`src/rtl/rectify_pkg.sv`:
```
// Shared constants and FIFO entry type for the rectification read path.
package rectify_pkg;

    localparam int unsigned FRAC_BITS   = 4;
    localparam int unsigned COORD_INT_W = 10;
    localparam int unsigned PIX_W       = 8;

    // One rectified pixel plus its raster sideband.
    typedef struct packed {
        logic [PIX_W-1:0] pixel;
        logic             eol;
        logic             eof;
    } pix_entry_t;

endpackage

```
`src/rtl/img_buf_reader_if.sv`:
```
// Coordinate input stream and rectified pixel output stream.
interface img_buf_reader_if #(
    parameter int unsigned coord_w = rectify_pkg::COORD_INT_W + rectify_pkg::FRAC_BITS
);
    logic [coord_w-1:0] src_x;
    logic [coord_w-1:0] src_y;
    logic               in_valid;
    logic               in_ready;
    logic [7:0]         out_pixel;
    logic               out_eol;
    logic               out_eof;
    logic               out_valid;
    logic               out_ready;

    // Coordinate producer and pixel consumer side.
    modport master (
        output src_x, src_y, in_valid, out_ready,
        input  in_ready, out_pixel, out_eol, out_eof, out_valid
    );

    // Reader side.
    modport slave (
        input  src_x, src_y, in_valid, out_ready,
        output in_ready, out_pixel, out_eol, out_eof, out_valid
    );
endinterface

```
`src/rtl/sync_fifo_fwft.sv`:
```
// First-word-fall-through FIFO for pixel entries; head is visible whenever valid.
module sync_fifo_fwft
    import rectify_pkg::*;
#(
    parameter int unsigned depth = 4
) (
    input  logic                     clk,
    input  logic                     rst_n,
    input  logic                     push,
    input  pix_entry_t               din,
    input  logic                     pop,
    output pix_entry_t               dout,
    output logic                     valid,
    output logic [$clog2(depth):0]   count
);

    localparam int unsigned PW = $clog2(depth);
    localparam int unsigned NW = PW + 1;

    pix_entry_t        mem [depth];
    logic [PW-1:0]     wptr;
    logic [PW-1:0]     rptr;
    logic              do_push;
    logic              do_pop;
    logic [NW-1:0]     count_nxt;

    // Qualify push/pop and compute the next occupancy.
    always_comb begin
        do_pop    = pop && valid;
        do_push   = push && ((count < NW'(depth)) || do_pop);
        count_nxt = count;
        if (do_push && !do_pop) begin
            count_nxt = count + 1'b1;
        end else if (!do_push && do_pop) begin
            count_nxt = count - 1'b1;
        end
    end

    // Storage, pointers and registered occupancy/valid.
    always_ff @(posedge clk or negedge rst_n) begin
        if (!rst_n) begin
            wptr  <= '0;
            rptr  <= '0;
            count <= '0;
            valid <= 1'b0;
            for (int unsigned i = 0; i < depth; i++) begin
                mem[i] <= '0;
            end
        end else begin
            if (do_push) begin
                mem[wptr] <= din;
                wptr      <= wptr + 1'b1;
            end
            if (do_pop) begin
                rptr <= rptr + 1'b1;
            end
            count <= count_nxt;
            valid <= (count_nxt != '0);
        end
    end

    assign dout = mem[rptr];

endmodule

```
`src/rtl/img_buf_reader.sv`:
```
// Read-side initiator for the four-bank image buffer: issues integer read
// coordinates, bilinearly interpolates the returned 2x2 neighbourhood and
// streams rectified pixels with raster sideband.
module img_buf_reader
    import rectify_pkg::*;
#(
    parameter int unsigned      img_width  = 8,
    parameter int unsigned      img_height = 8,
    parameter int unsigned      frac_bits  = FRAC_BITS,
    parameter logic [PIX_W-1:0] fill_value = 8'd0,
    parameter int unsigned      fifo_depth = 4
) (
    input  logic                   clk,
    input  logic                   rst_n,
    input  logic                   frame_start,
    img_buf_reader_if.slave        bus,
    output logic [COORD_INT_W-1:0] rx,
    output logic [COORD_INT_W-1:0] ry,
    input  logic [PIX_W-1:0]       lu,
    input  logic [PIX_W-1:0]       ru,
    input  logic [PIX_W-1:0]       ld,
    input  logic [PIX_W-1:0]       rd,
    output logic                   frame_done
);

    localparam int unsigned CW   = COORD_INT_W + frac_bits;
    localparam int unsigned WW   = frac_bits + 1;
    localparam int unsigned TW   = PIX_W + frac_bits;
    localparam int unsigned AW   = PIX_W + 2 * frac_bits;
    localparam int unsigned RW   = AW + 1;
    localparam int unsigned NW   = $clog2(fifo_depth) + 1;
    localparam int unsigned SW   = NW + 1;
    localparam int unsigned ONE  = 1 << frac_bits;
    localparam int unsigned HALF = 1 << (2 * frac_bits - 1);
    localparam logic [COORD_INT_W-1:0] X_LAST = COORD_INT_W'(img_width - 1);
    localparam logic [COORD_INT_W-1:0] Y_LAST = COORD_INT_W'(img_height - 1);

    logic                   in_ready_q;
    logic                   accept;
    logic [COORD_INT_W-1:0] xi;
    logic [COORD_INT_W-1:0] yi;
    logic [frac_bits-1:0]   fx0;
    logic [frac_bits-1:0]   fy0;
    logic                   oob0;
    logic                   eol0;
    logic                   eof0;
    logic [COORD_INT_W-1:0] col;
    logic [COORD_INT_W-1:0] row;
    logic [COORD_INT_W-1:0] col_base;
    logic [COORD_INT_W-1:0] row_base;
    logic [COORD_INT_W-1:0] rx_q;
    logic [COORD_INT_W-1:0] ry_q;

    logic                   v1, v2, v3;
    logic [frac_bits-1:0]   fx1, fx2;
    logic [frac_bits-1:0]   fy1, fy2, fy3;
    logic                   oob1, oob2, oob3;
    logic                   eol1, eol2, eol3;
    logic                   eof1, eof2, eof3;
    logic [WW-1:0]          wx;
    logic [WW-1:0]          wy;
    logic [TW-1:0]          top_c, bot_c;
    logic [TW-1:0]          top_q, bot_q;
    logic [AW-1:0]          acc;
    logic [RW-1:0]          rnd;
    logic [PIX_W-1:0]       pix_c;

    pix_entry_t             fifo_din;
    pix_entry_t             fifo_dout;
    logic                   fifo_valid;
    logic [NW-1:0]          fifo_count;
    logic                   pop;
    logic [NW-1:0]          flight;
    logic [NW-1:0]          flight_nxt;
    logic [NW-1:0]          count_nxt;
    logic                   credit_ok;

    assign accept       = bus.in_valid && in_ready_q;
    assign bus.in_ready = in_ready_q;

    // Issue stage: split the coordinate, apply edge clamps, drive the read address.
    always_comb begin
        xi       = bus.src_x[CW-1 -: COORD_INT_W];
        yi       = bus.src_y[CW-1 -: COORD_INT_W];
        oob0     = (xi >= COORD_INT_W'(img_width)) || (yi >= COORD_INT_W'(img_height));
        fx0      = (xi == X_LAST) ? '0 : bus.src_x[frac_bits-1:0];
        fy0      = (yi == Y_LAST) ? '0 : bus.src_y[frac_bits-1:0];
        col_base = frame_start ? '0 : col;
        row_base = frame_start ? '0 : row;
        eol0     = (col_base == X_LAST);
        eof0     = eol0 && (row_base == Y_LAST);
        rx       = rx_q;
        ry       = ry_q;
        if (accept) begin
            rx = oob0 ? '0 : xi;
            ry = oob0 ? '0 : yi;
        end
    end

    // Hold the last read address while idle.
    always_ff @(posedge clk or negedge rst_n) begin
        if (!rst_n) begin
            rx_q <= '0;
            ry_q <= '0;
        end else begin
            rx_q <= rx;
            ry_q <= ry;
        end
    end

    // Raster counters: advance per accepted coordinate, cleared by frame_start.
    always_ff @(posedge clk or negedge rst_n) begin
        if (!rst_n) begin
            col <= '0;
            row <= '0;
        end else if (accept) begin
            col <= eol0 ? '0 : col_base + 1'b1;
            row <= eof0 ? '0 : (eol0 ? row_base + 1'b1 : row_base);
        end else begin
            col <= col_base;
            row <= row_base;
        end
    end

    // Horizontal blend of the neighbourhood arriving two cycles after issue.
    always_comb begin
        wx    = WW'(ONE) - WW'(fx2);
        top_c = TW'(lu) * TW'(wx) + TW'(ru) * TW'(fx2);
        bot_c = TW'(ld) * TW'(wx) + TW'(rd) * TW'(fx2);
    end

    // Vertical blend, round-to-nearest, saturate, substitute fill for out-of-range.
    always_comb begin
        wy    = WW'(ONE) - WW'(fy3);
        acc   = AW'(top_q) * AW'(wy) + AW'(bot_q) * AW'(fy3);
        rnd   = (RW'(acc) + RW'(HALF)) >> (2 * frac_bits);
        pix_c = (rnd > RW'(255)) ? '1 : rnd[PIX_W-1:0];
        if (oob3) begin
            pix_c = fill_value;
        end
        fifo_din.pixel = pix_c;
        fifo_din.eol   = eol3;
        fifo_din.eof   = eof3;
    end

    // Pipeline: carry fractions, oob and sideband alongside the buffer latency.
    always_ff @(posedge clk or negedge rst_n) begin
        if (!rst_n) begin
            v1 <= 1'b0; v2 <= 1'b0; v3 <= 1'b0;
            fx1 <= '0; fx2 <= '0;
            fy1 <= '0; fy2 <= '0; fy3 <= '0;
            oob1 <= 1'b0; oob2 <= 1'b0; oob3 <= 1'b0;
            eol1 <= 1'b0; eol2 <= 1'b0; eol3 <= 1'b0;
            eof1 <= 1'b0; eof2 <= 1'b0; eof3 <= 1'b0;
            top_q <= '0;
            bot_q <= '0;
        end else begin
            v1   <= accept;  v2   <= v1;   v3   <= v2;
            fx1  <= fx0;     fx2  <= fx1;
            fy1  <= fy0;     fy2  <= fy1;  fy3  <= fy2;
            oob1 <= oob0;    oob2 <= oob1; oob3 <= oob2;
            eol1 <= eol0;    eol2 <= eol1; eol3 <= eol2;
            eof1 <= eof0;    eof2 <= eof1; eof3 <= eof2;
            top_q <= top_c;
            bot_q <= bot_c;
        end
    end

    sync_fifo_fwft #(
        .depth (fifo_depth)
    ) u_fifo (
        .clk   (clk),
        .rst_n (rst_n),
        .push  (v3),
        .din   (fifo_din),
        .pop   (pop),
        .dout  (fifo_dout),
        .valid (fifo_valid),
        .count (fifo_count)
    );

    assign pop           = fifo_valid && bus.out_ready;
    assign bus.out_pixel = fifo_dout.pixel;
    assign bus.out_eol   = fifo_dout.eol;
    assign bus.out_eof   = fifo_dout.eof;
    assign bus.out_valid = fifo_valid;

    // Credit check on next-cycle occupancy so the FIFO can never overflow.
    always_comb begin
        flight_nxt = flight + NW'(accept) - NW'(v3);
        count_nxt  = fifo_count + NW'(v3) - NW'(pop);
        credit_ok  = (SW'(flight_nxt) + SW'(count_nxt)) < SW'(fifo_depth);
    end

    // Credit state and end-of-frame pulse.
    always_ff @(posedge clk or negedge rst_n) begin
        if (!rst_n) begin
            flight     <= '0;
            in_ready_q <= 1'b0;
            frame_done <= 1'b0;
        end else begin
            flight     <= flight_nxt;
            in_ready_q <= credit_ok;
            frame_done <= pop && fifo_dout.eof;
        end
    end

endmodule
```
`src/flat_wrapper.sv`:
```
// flat-port wrapper written by rule: the top's interface ports become plain ports
module img_buf_reader_flat import rectify_pkg::*;
#(
    parameter int unsigned      img_width  = 8,
    parameter int unsigned      img_height = 8,
    parameter int unsigned      frac_bits  = FRAC_BITS,
    parameter logic [PIX_W-1:0] fill_value = 8'd0,
    parameter int unsigned      fifo_depth = 4
)
  (clk, rst_n, frame_start, rx, ry, lu, ru, ld, rd, frame_done, bus_src_x, bus_src_y, bus_in_valid, bus_out_ready, bus_in_ready, bus_out_pixel, bus_out_eol, bus_out_eof, bus_out_valid);
  img_buf_reader_if bus_i ();
  input  logic clk;
  input  logic rst_n;
  input  logic frame_start;
  output logic [COORD_INT_W-1:0] rx;
  output logic [COORD_INT_W-1:0] ry;
  input  logic [PIX_W-1:0] lu;
  input  logic [PIX_W-1:0] ru;
  input  logic [PIX_W-1:0] ld;
  input  logic [PIX_W-1:0] rd;
  output logic frame_done;
  input wire logic [$bits(bus_i.src_x)-1:0] bus_src_x;
  input wire logic [$bits(bus_i.src_y)-1:0] bus_src_y;
  input wire logic [$bits(bus_i.in_valid)-1:0] bus_in_valid;
  input wire logic [$bits(bus_i.out_ready)-1:0] bus_out_ready;
  output wire logic [$bits(bus_i.in_ready)-1:0] bus_in_ready;
  output wire logic [$bits(bus_i.out_pixel)-1:0] bus_out_pixel;
  output wire logic [$bits(bus_i.out_eol)-1:0] bus_out_eol;
  output wire logic [$bits(bus_i.out_eof)-1:0] bus_out_eof;
  output wire logic [$bits(bus_i.out_valid)-1:0] bus_out_valid;
  assign bus_i.src_x = bus_src_x;
  assign bus_i.src_y = bus_src_y;
  assign bus_i.in_valid = bus_in_valid;
  assign bus_i.out_ready = bus_out_ready;
  assign bus_in_ready = bus_i.in_ready;
  assign bus_out_pixel = bus_i.out_pixel;
  assign bus_out_eol = bus_i.out_eol;
  assign bus_out_eof = bus_i.out_eof;
  assign bus_out_valid = bus_i.out_valid;
  img_buf_reader #(.img_width(img_width), .img_height(img_height), .frac_bits(frac_bits), .fill_value(fill_value), .fifo_depth(fifo_depth)) u_core (.clk(clk), .rst_n(rst_n), .frame_start(frame_start), .bus(bus_i), .rx(rx), .ry(ry), .lu(lu), .ru(ru), .ld(ld), .rd(rd), .frame_done(frame_done));
endmodule
```
`config.mk`:
```
export PLATFORM = sky130hd
export DESIGN_NAME = img_buf_reader_flat
export DESIGN_NICKNAME = d
export VERILOG_FILES = /design/src/rtl/rectify_pkg.sv /design/src/rtl/img_buf_reader_if.sv /design/src/rtl/sync_fifo_fwft.sv /design/src/rtl/img_buf_reader.sv /design/src/flat_wrapper.sv
export SDC_FILE = /design/constraint.sdc
export NUM_CORES = 1
export LEC_CHECK = 0
export ABC_AREA = 0
export BUFFER_PORTS_ARGS = -buffer_cell sky130_fd_sc_hd__buf_2
export CORE_UTILIZATION = 60
export CTS_BUF_LIST = sky130_fd_sc_hd__clkbuf_16
export DETAILED_ROUTE_END_ITERATION = 8
export PLACE_DENSITY = 0.87
export SLEW_MARGIN = 20
export SYNTH_ARGS = -nofsm -noshare
export SYNTH_HDL_FRONTEND = slang
export SYNTH_SLANG_ARGS = --single-unit
```
`constraint.sdc`:
```
create_clock -name clk -period 7.9 [get_ports clk]
set_input_delay 1.58 -clock clk [delete_from_list [all_inputs] [get_ports clk]]
set_output_delay 1.58 -clock clk [all_outputs]
set_load 0.02 [all_outputs]
```
## After elaboration in Yosys (flattened, before gate mapping)

Index checks and enable logic that the tools add are counted.

- Add/subtract/negate cells: 17
- Multiply operators: 6
- Magnitude comparators: 8
- Equality and inequality tests: 4
- Mux-type cells: 23
- Bitwise operators: 2
- Reduce and logical (&&, ||, !) cells: 14

Operators with widths:

| operator | count |
|---|---|
| 2-to-1 mux 10 bit | 14 |
| bitwise mux 40 bit | 1 |
| equality test 10 x 3 -> 1 bit, second input constant | 4 |
| adder 12 bit | 2 |
| multiplier 8 x 4 -> 12 bit | 2 |
| multiplier 8 x 5 -> 12 bit | 2 |
| adder 10 x 1 -> 10 bit, second input constant | 2 |
| binary-select mux 10 bit (select 2 bit) | 1 |
| demux 10 bit (select 2 bit) | 1 |
| greater-or-equal comparator 10 x 4 -> 1 bit, second input constant | 2 |
| adder 16 x 8 -> 17 bit, second input constant | 1 |
| adder 16 bit | 1 |
| multiplier 12 x 4 -> 16 bit | 1 |
| multiplier 12 x 5 -> 16 bit | 1 |
| 2-to-1 mux 8 bit | 2 |
| subtractor 5 x 4 -> 5 bit, first input constant | 2 |
| greater-than comparator 9 x 8 -> 1 bit, second input constant | 1 |
| logical AND 1 bit | 9 |
| 2-to-1 mux 4 bit | 2 |
| adder 3 x 1 -> 3 bit | 2 |
| greater-or-equal comparator 3 bit, second input constant | 2 |
| 2-to-1 mux 3 bit | 2 |
| inverter 2 -> 3 bit | 2 |
| subtractor 3 x 1 -> 3 bit | 2 |
| other kinds (10) | 13 |

- Register bits after elaboration: 149
- Input bits: 65
- Word-level logic and storage cells: 116

## Longest topological paths before layout

- Depth in word-level cells: 9
- Depth in mapped cells: 25

## Hierarchy

A second synthesis with hierarchy kept.

- Cells, all modules: 1278
- Area, all modules: 13276.5 um^2

Modules (own cells, without submodules):

| module | times used | cells an instance | area each (um^2) | sequential area each (um^2) |
|---|---|---|---|---|
| img_buf_reader | 1 | 1132 | 11061.9 | 2527.4 |
| sync_fifo_fwft | 1 | 146 | 2214.6 | 1201.2 |

## Worst setup path before layout

OpenSTA, ideal clock, no wires.

- Kind: reg2reg
- Start point: reg u_core.fy3[0]
- End point: reg u_core.u_fifo.mem[9] (netlist name)
- Arrival: 5.735 ns
- Data required time: 7.775 ns
- Setup slack: 2.040 ns
- Cell stages (with the launch flop): 26
- Path buffers: 2
- Path through: dfrtp_1 -> clkbuf_1 -> inv_1 -> ha_1 -> xnor2_1 -> clkbuf_1 -> nand2_1 -> fa_1 -> inv_1 -> fa_1 -> fa_1 -> inv_1 -> fa_1 -> inv_1 -> ha_1 -> a21oi_1 -> o221a_2 -> o21bai_2 -> a21oi_1 -> xnor2_1 -> ha_1 -> inv_1 -> nor3_2 -> and4_4 -> a211oi_2 -> mux2_2

- Cells in the longest elaborated chain, start to end: 8
- Elaborated cells on any way between the ends: 9
- Those cells by class: add/sub (3); mul (2); order compare (1); mux (3)

RTL lines:

| what | RTL line | text |
|---|---|---|
| start, declared | img_buf_reader.sv:56 | `logic [frac_bits-1:0] fy1, fy2, fy3;` |
| start signal, assigned | img_buf_reader.sv:160 | `fy1 <= fy0; fy2 <= fy1; fy3 <= fy2;` |
| subtractor 5 x 4 -> 5 bit | img_buf_reader.sv:134 | `wy = WW'(ONE) - WW'(fy3);` |
| multiplier 12 x 5 -> 16 bit | img_buf_reader.sv:135 | `acc = AW'(top_q) * AW'(wy) + AW'(bot_q) * AW'(fy3);` |
| adder 16 bit * | img_buf_reader.sv:135 |  |
| adder 16 x 8 -> 17 bit * | img_buf_reader.sv:136 | `rnd = (RW'(acc) + RW'(HALF)) >> (2 * frac_bits);` |
| greater-than comparator 9 x 8 -> 1 bit | img_buf_reader.sv:137 | `pix_c = (rnd > RW'(255)) ? '1 : rnd[PIX_W-1:0];` |
| 2-to-1 mux 8 bit * | img_buf_reader.sv:137 |  |
| 2-to-1 mux 8 bit * | img_buf_reader.sv:138 | `if (oob3) begin` |
| bitwise mux 40 bit * | sync_fifo_fwft.sv:51 | `mem[wptr] <= din;` |
| end signal, assigned by index | sync_fifo_fwft.sv:51 |  |
| end, declared | sync_fifo_fwft.sv:20 | `pix_entry_t mem [depth];` |

Mark *: on every way between the ends. The rest lies on a longest branch, timed or not.
A chain may end at the register's enable or synchronous reset.

## Final worst setup path

- Start point: reg u_core.fy3[0]
- End point: reg u_core.u_fifo.mem[29] (netlist name)

The elaborated chain is that of the path after synthesis.

==> out/metrics.cfg <==
[critical_path]
crit_top_cell = inv_1
path_max_fanout = 25
r2r_slack_ns = 0.91
worstSetupStartpoint = u_core.fy3[0]$_DFF_PN0_
endpoint = u_core.u_fifo.mem[29]$_DFFE_PN0P_
slowest_delay_ns = 0.81
rr_startpoint = u_core.fy3[0]$_DFF_PN0_
crit_required_ns = 8.26
critPathKind = reg -> reg
r2r_end = u_core.u_fifo.mem[29]$_DFFE_PN0P_
startpoint_type = flip-flop
worstSetupEndpointType = flip-flop
reg2reg_depth = 23
arrival_ns = 7.36
crit_slowest_cell = dfrtp_1
critical_path.cell_chain = inv_1 > ha_1 > xnor2_1 > nand2_1 > fa_1 > inv_1 > fa_1 > fa_1 > inv_1 > fa_1 > inv_1 > ha_1 > nand4_1 > o221a_2 > o21bai_2 > a21oi_1 > xnor2_1 > ha_1 > inv_1 > nor3_2 > a41oi_1 > a211oi_2 > mux2_2

[cts]
cts_resized = 0
clk_pin_slew_worst_paths_ns = 0.06
cts_setup_buffers = 0
cts_buffers = 17
ctsRootBufferMaster = clkbuf_16
clock_path_buffers = 2
clock_sinks = 149
hold_buffers = 0
worstSkewPairLatency_ns = 0.43
cts_htree_levels = 4
cts_tree = built

[global_routing]
globalRouteMet2Util_pct = 46.05
grt_max_degree = 77
busiest_layer = met2
antenna_found_initial = 0
grt_use_total_pct = 27.18
grt_pass1_vias = 10190
use_met1_pct = 34.50
grt_first_pass_wirelength_mm = 48.39
met3_usage_pct = 4.247
overflow = 0

[logic_synthesis]
synth.cell_area_sq_mm = 0.01339
synth_area_leader_cell = dfrtp_1
synthMuxAreaShare_pct = 3.664
ys_warn_count = 0
yosys-top-cells-area = dfrtp_1 (28%), fa_1 (26%), ha_1 (8.7%)
synthAdderAreaFrac_pct = 34.56
synth_edf_count = 0
synth-compound-area-share_pct = 5.038
avgSynthCellArea_sq_um = 10.14
synth_top_family_by_area = adder cells
synth_top_area_share_pct = 27.85
synth_seq_cells = 149
synth_ff_type = dfrtp_1
synth.distinct_cells = 58
netlist_instances = 1320
seq_area_frac_synth_pct = 27.85
syn_nets = 1651
synth_xor_area_share_pct = 4.449
synthSimpleGateAreaFrac_pct = 17.50
ys_async_sr_fraction_pct = 100.0

[timing]
hold_viol = 0
fmax_mhz = 143.0
fin_setup_tns_ns = 0
finalCriticalPeriod_ns = 6.993
slew_headroom_pct = 32.34
finalSetupViolCount = 0
tightest_slew_ns = 1.008
fin_skew_ns = 0.01046
rsz0062_at_grt = false
fin_crit_sh_pct = 88.51
report.final.slew_viol_count = 0

[floorplan]
dieArea_sq_mm = 0.02291
fp-row-count = 54
die_w_um = 151.4
coreArea_sq_mm = 0.02182
initial_utilization_pct = 61.34
dieHeight_um = 151.4
ios = 98

[placed_design]
gp_congestion = 0.8659
portBuffers = 97
dp_hpwl_mm = 20.99

[detailed_routing]
wl_per_cell_um = 16.63
drtPass1Iterations = 5
final_antenna_net_count = 0
vias = 9469
first_iter_violations = 585
wl_mm = 28.27
via_per_inst = 5.570
drc = 0

[finish]
fillerInstances = 1557
ff_latch_area_sq_mm = 0.003729
multi_input_area_sq_mm = 0.008730
final_nets = 1738
syn_to_final_growth_pct = 9.879
diodes = 0
final_util_pct = 67.40
drive_above_1_share_pct = 12.61

[job]
maxCapViolCount = 0

[min_path]
hold_path_startpoint = u_core.fy2[1]$_DFF_PN0_
min_path_type = reg -> reg

[status]
status = finished, final reports clean

[worst max-delay path, delay by kind of cell, from the launching register on]
kind	cells	cell delay, ns
xor+xnor	2	0.94
compound gates	5	1.18
fa+ha+maj	7	2.77
mux	1	0.22
buf+inv	5	0.31
flops	1	0.81
simple gates	3	0.67
[placed cells by master, fill, tap and decap left out, drive strengths merged, types with 2 or more instances in the layout]
master,netlist,routed
nand4,9,9
o311ai,2,2
nor2b,9,9
o31ai,6,6
a211oi,4,4
clkinvlp,0,2
nand3,18,18
a21o,7,7
nand2,185,185
mux4,10,10
ha,93,93
a41oi,2,2
a31oi,5,5
nor2,32,32
or4,2,2
mux2,20,20
nand2b,3,3
nor4,6,6
xor2,17,17
o21a,4,4
clkinv,0,5
fa,173,173
dfrtp,149,149
inv,209,216
o21ai,15,15
o21bai,7,7
clkbuf,36,17
and3,6,6
buf,2,106
or3,2,2
mux2i,4,4
and2,166,166
xnor2,51,51
nor3b,6,6
and4,2,2
nor3,8,8
a21oi,37,37
nor4b,2,2
[cells by family after synthesis]
kind of cell    count (synthesis)
flops                         149
compound gates                 98
simple gates                  458
fa+ha+maj                     266
buf+inv                       247
mux                            34
xor+xnor                       68
[Yosys cell counts, types with 14 or more instances]
cell,instances
nand3_1,18
dfrtp_1,149
xnor2_1,51
mux2_2,20
o21ai_0,14
nand2_1,185
fa_1,173
ha_1,93
xor2_1,17
and2_1,166
clkbuf_1,36
nor2_1,32
inv_1,209
a21oi_1,34
[stage by stage]
stage / worst slack, ns / hold slack (ns) / std cells / area [sq um]
2_1_floorplan: 2.040 / 0.3312 / 1320 / 13390
3_3_place_gp: 1.372 / 0.3314 / 1668 / 14150
3_5_place_dp: 1.098 / 0.3347 / 1668 / 14150
4_1_cts: 0.9586 / 0.3481 / 1700 / 14710
5_1_grt: 0.4370 / 0.3497 / 1700 / 14710
6_report: 0.9075 / 0.3473 / 1700 / 14710
[final cells by class]
cell class / count / share of cell area, %
well taps: 280 / 2.382
flip-flops and latches: 149 / 25.35
clock buffers: 17 / 2.892
repair buffers: 106 / 3.802
multi-input cells: 924 / 59.35
clock inverters: 15 / 0.8932
inverters: 209 / 5.333
[worst min path at each step]
| stage | slack [ns] | endpoint | cells after the start |
|---|---|---|---|
| 2_1_floorplan | 0.33 | u_core.eof2$_DFF_PN0_ | 0 |
| 3_3_place_gp | 0.33 | u_core.fy2[0]$_DFF_PN0_ | 0 |
| 3_5_place_dp | 0.33 | u_core.fy3[3]$_DFF_PN0_ | 0 |
| 4_1_cts | 0.35 | u_core.fy3[3]$_DFF_PN0_ | 0 |
| 5_1_grt | 0.35 | u_core.fy3[1]$_DFF_PN0_ | 0 |
| 6_report | 0.35 | u_core.fy3[1]$_DFF_PN0_ | 0 |
[per-layer routing]
metal	wire, um	up-vias
li1	-	4308
met1	11430	4736
met2	14550	331
met3	1318	94
met4	972	0
met5	0	-
[sequential cells by signal, indices dropped and copies added (netlist names), 3 cells and up]
signal               cells
u_core.ry_q             10
u_core.col              10
u_core.fy2               4
u_core.fy1               4
u_core.u_fifo.count      3
u_core.bot_q            12
u_core.fx1               4
u_core.fy3               4
u_core.fx2               4
u_core.row              10
u_core.top_q            12
u_core.rx_q             10
u_core.flight            3
u_core.u_fifo.mem       40
Power is not shown: default switching activity piles up to over one toggle a cycle in this logic, so the estimate is an artifact.
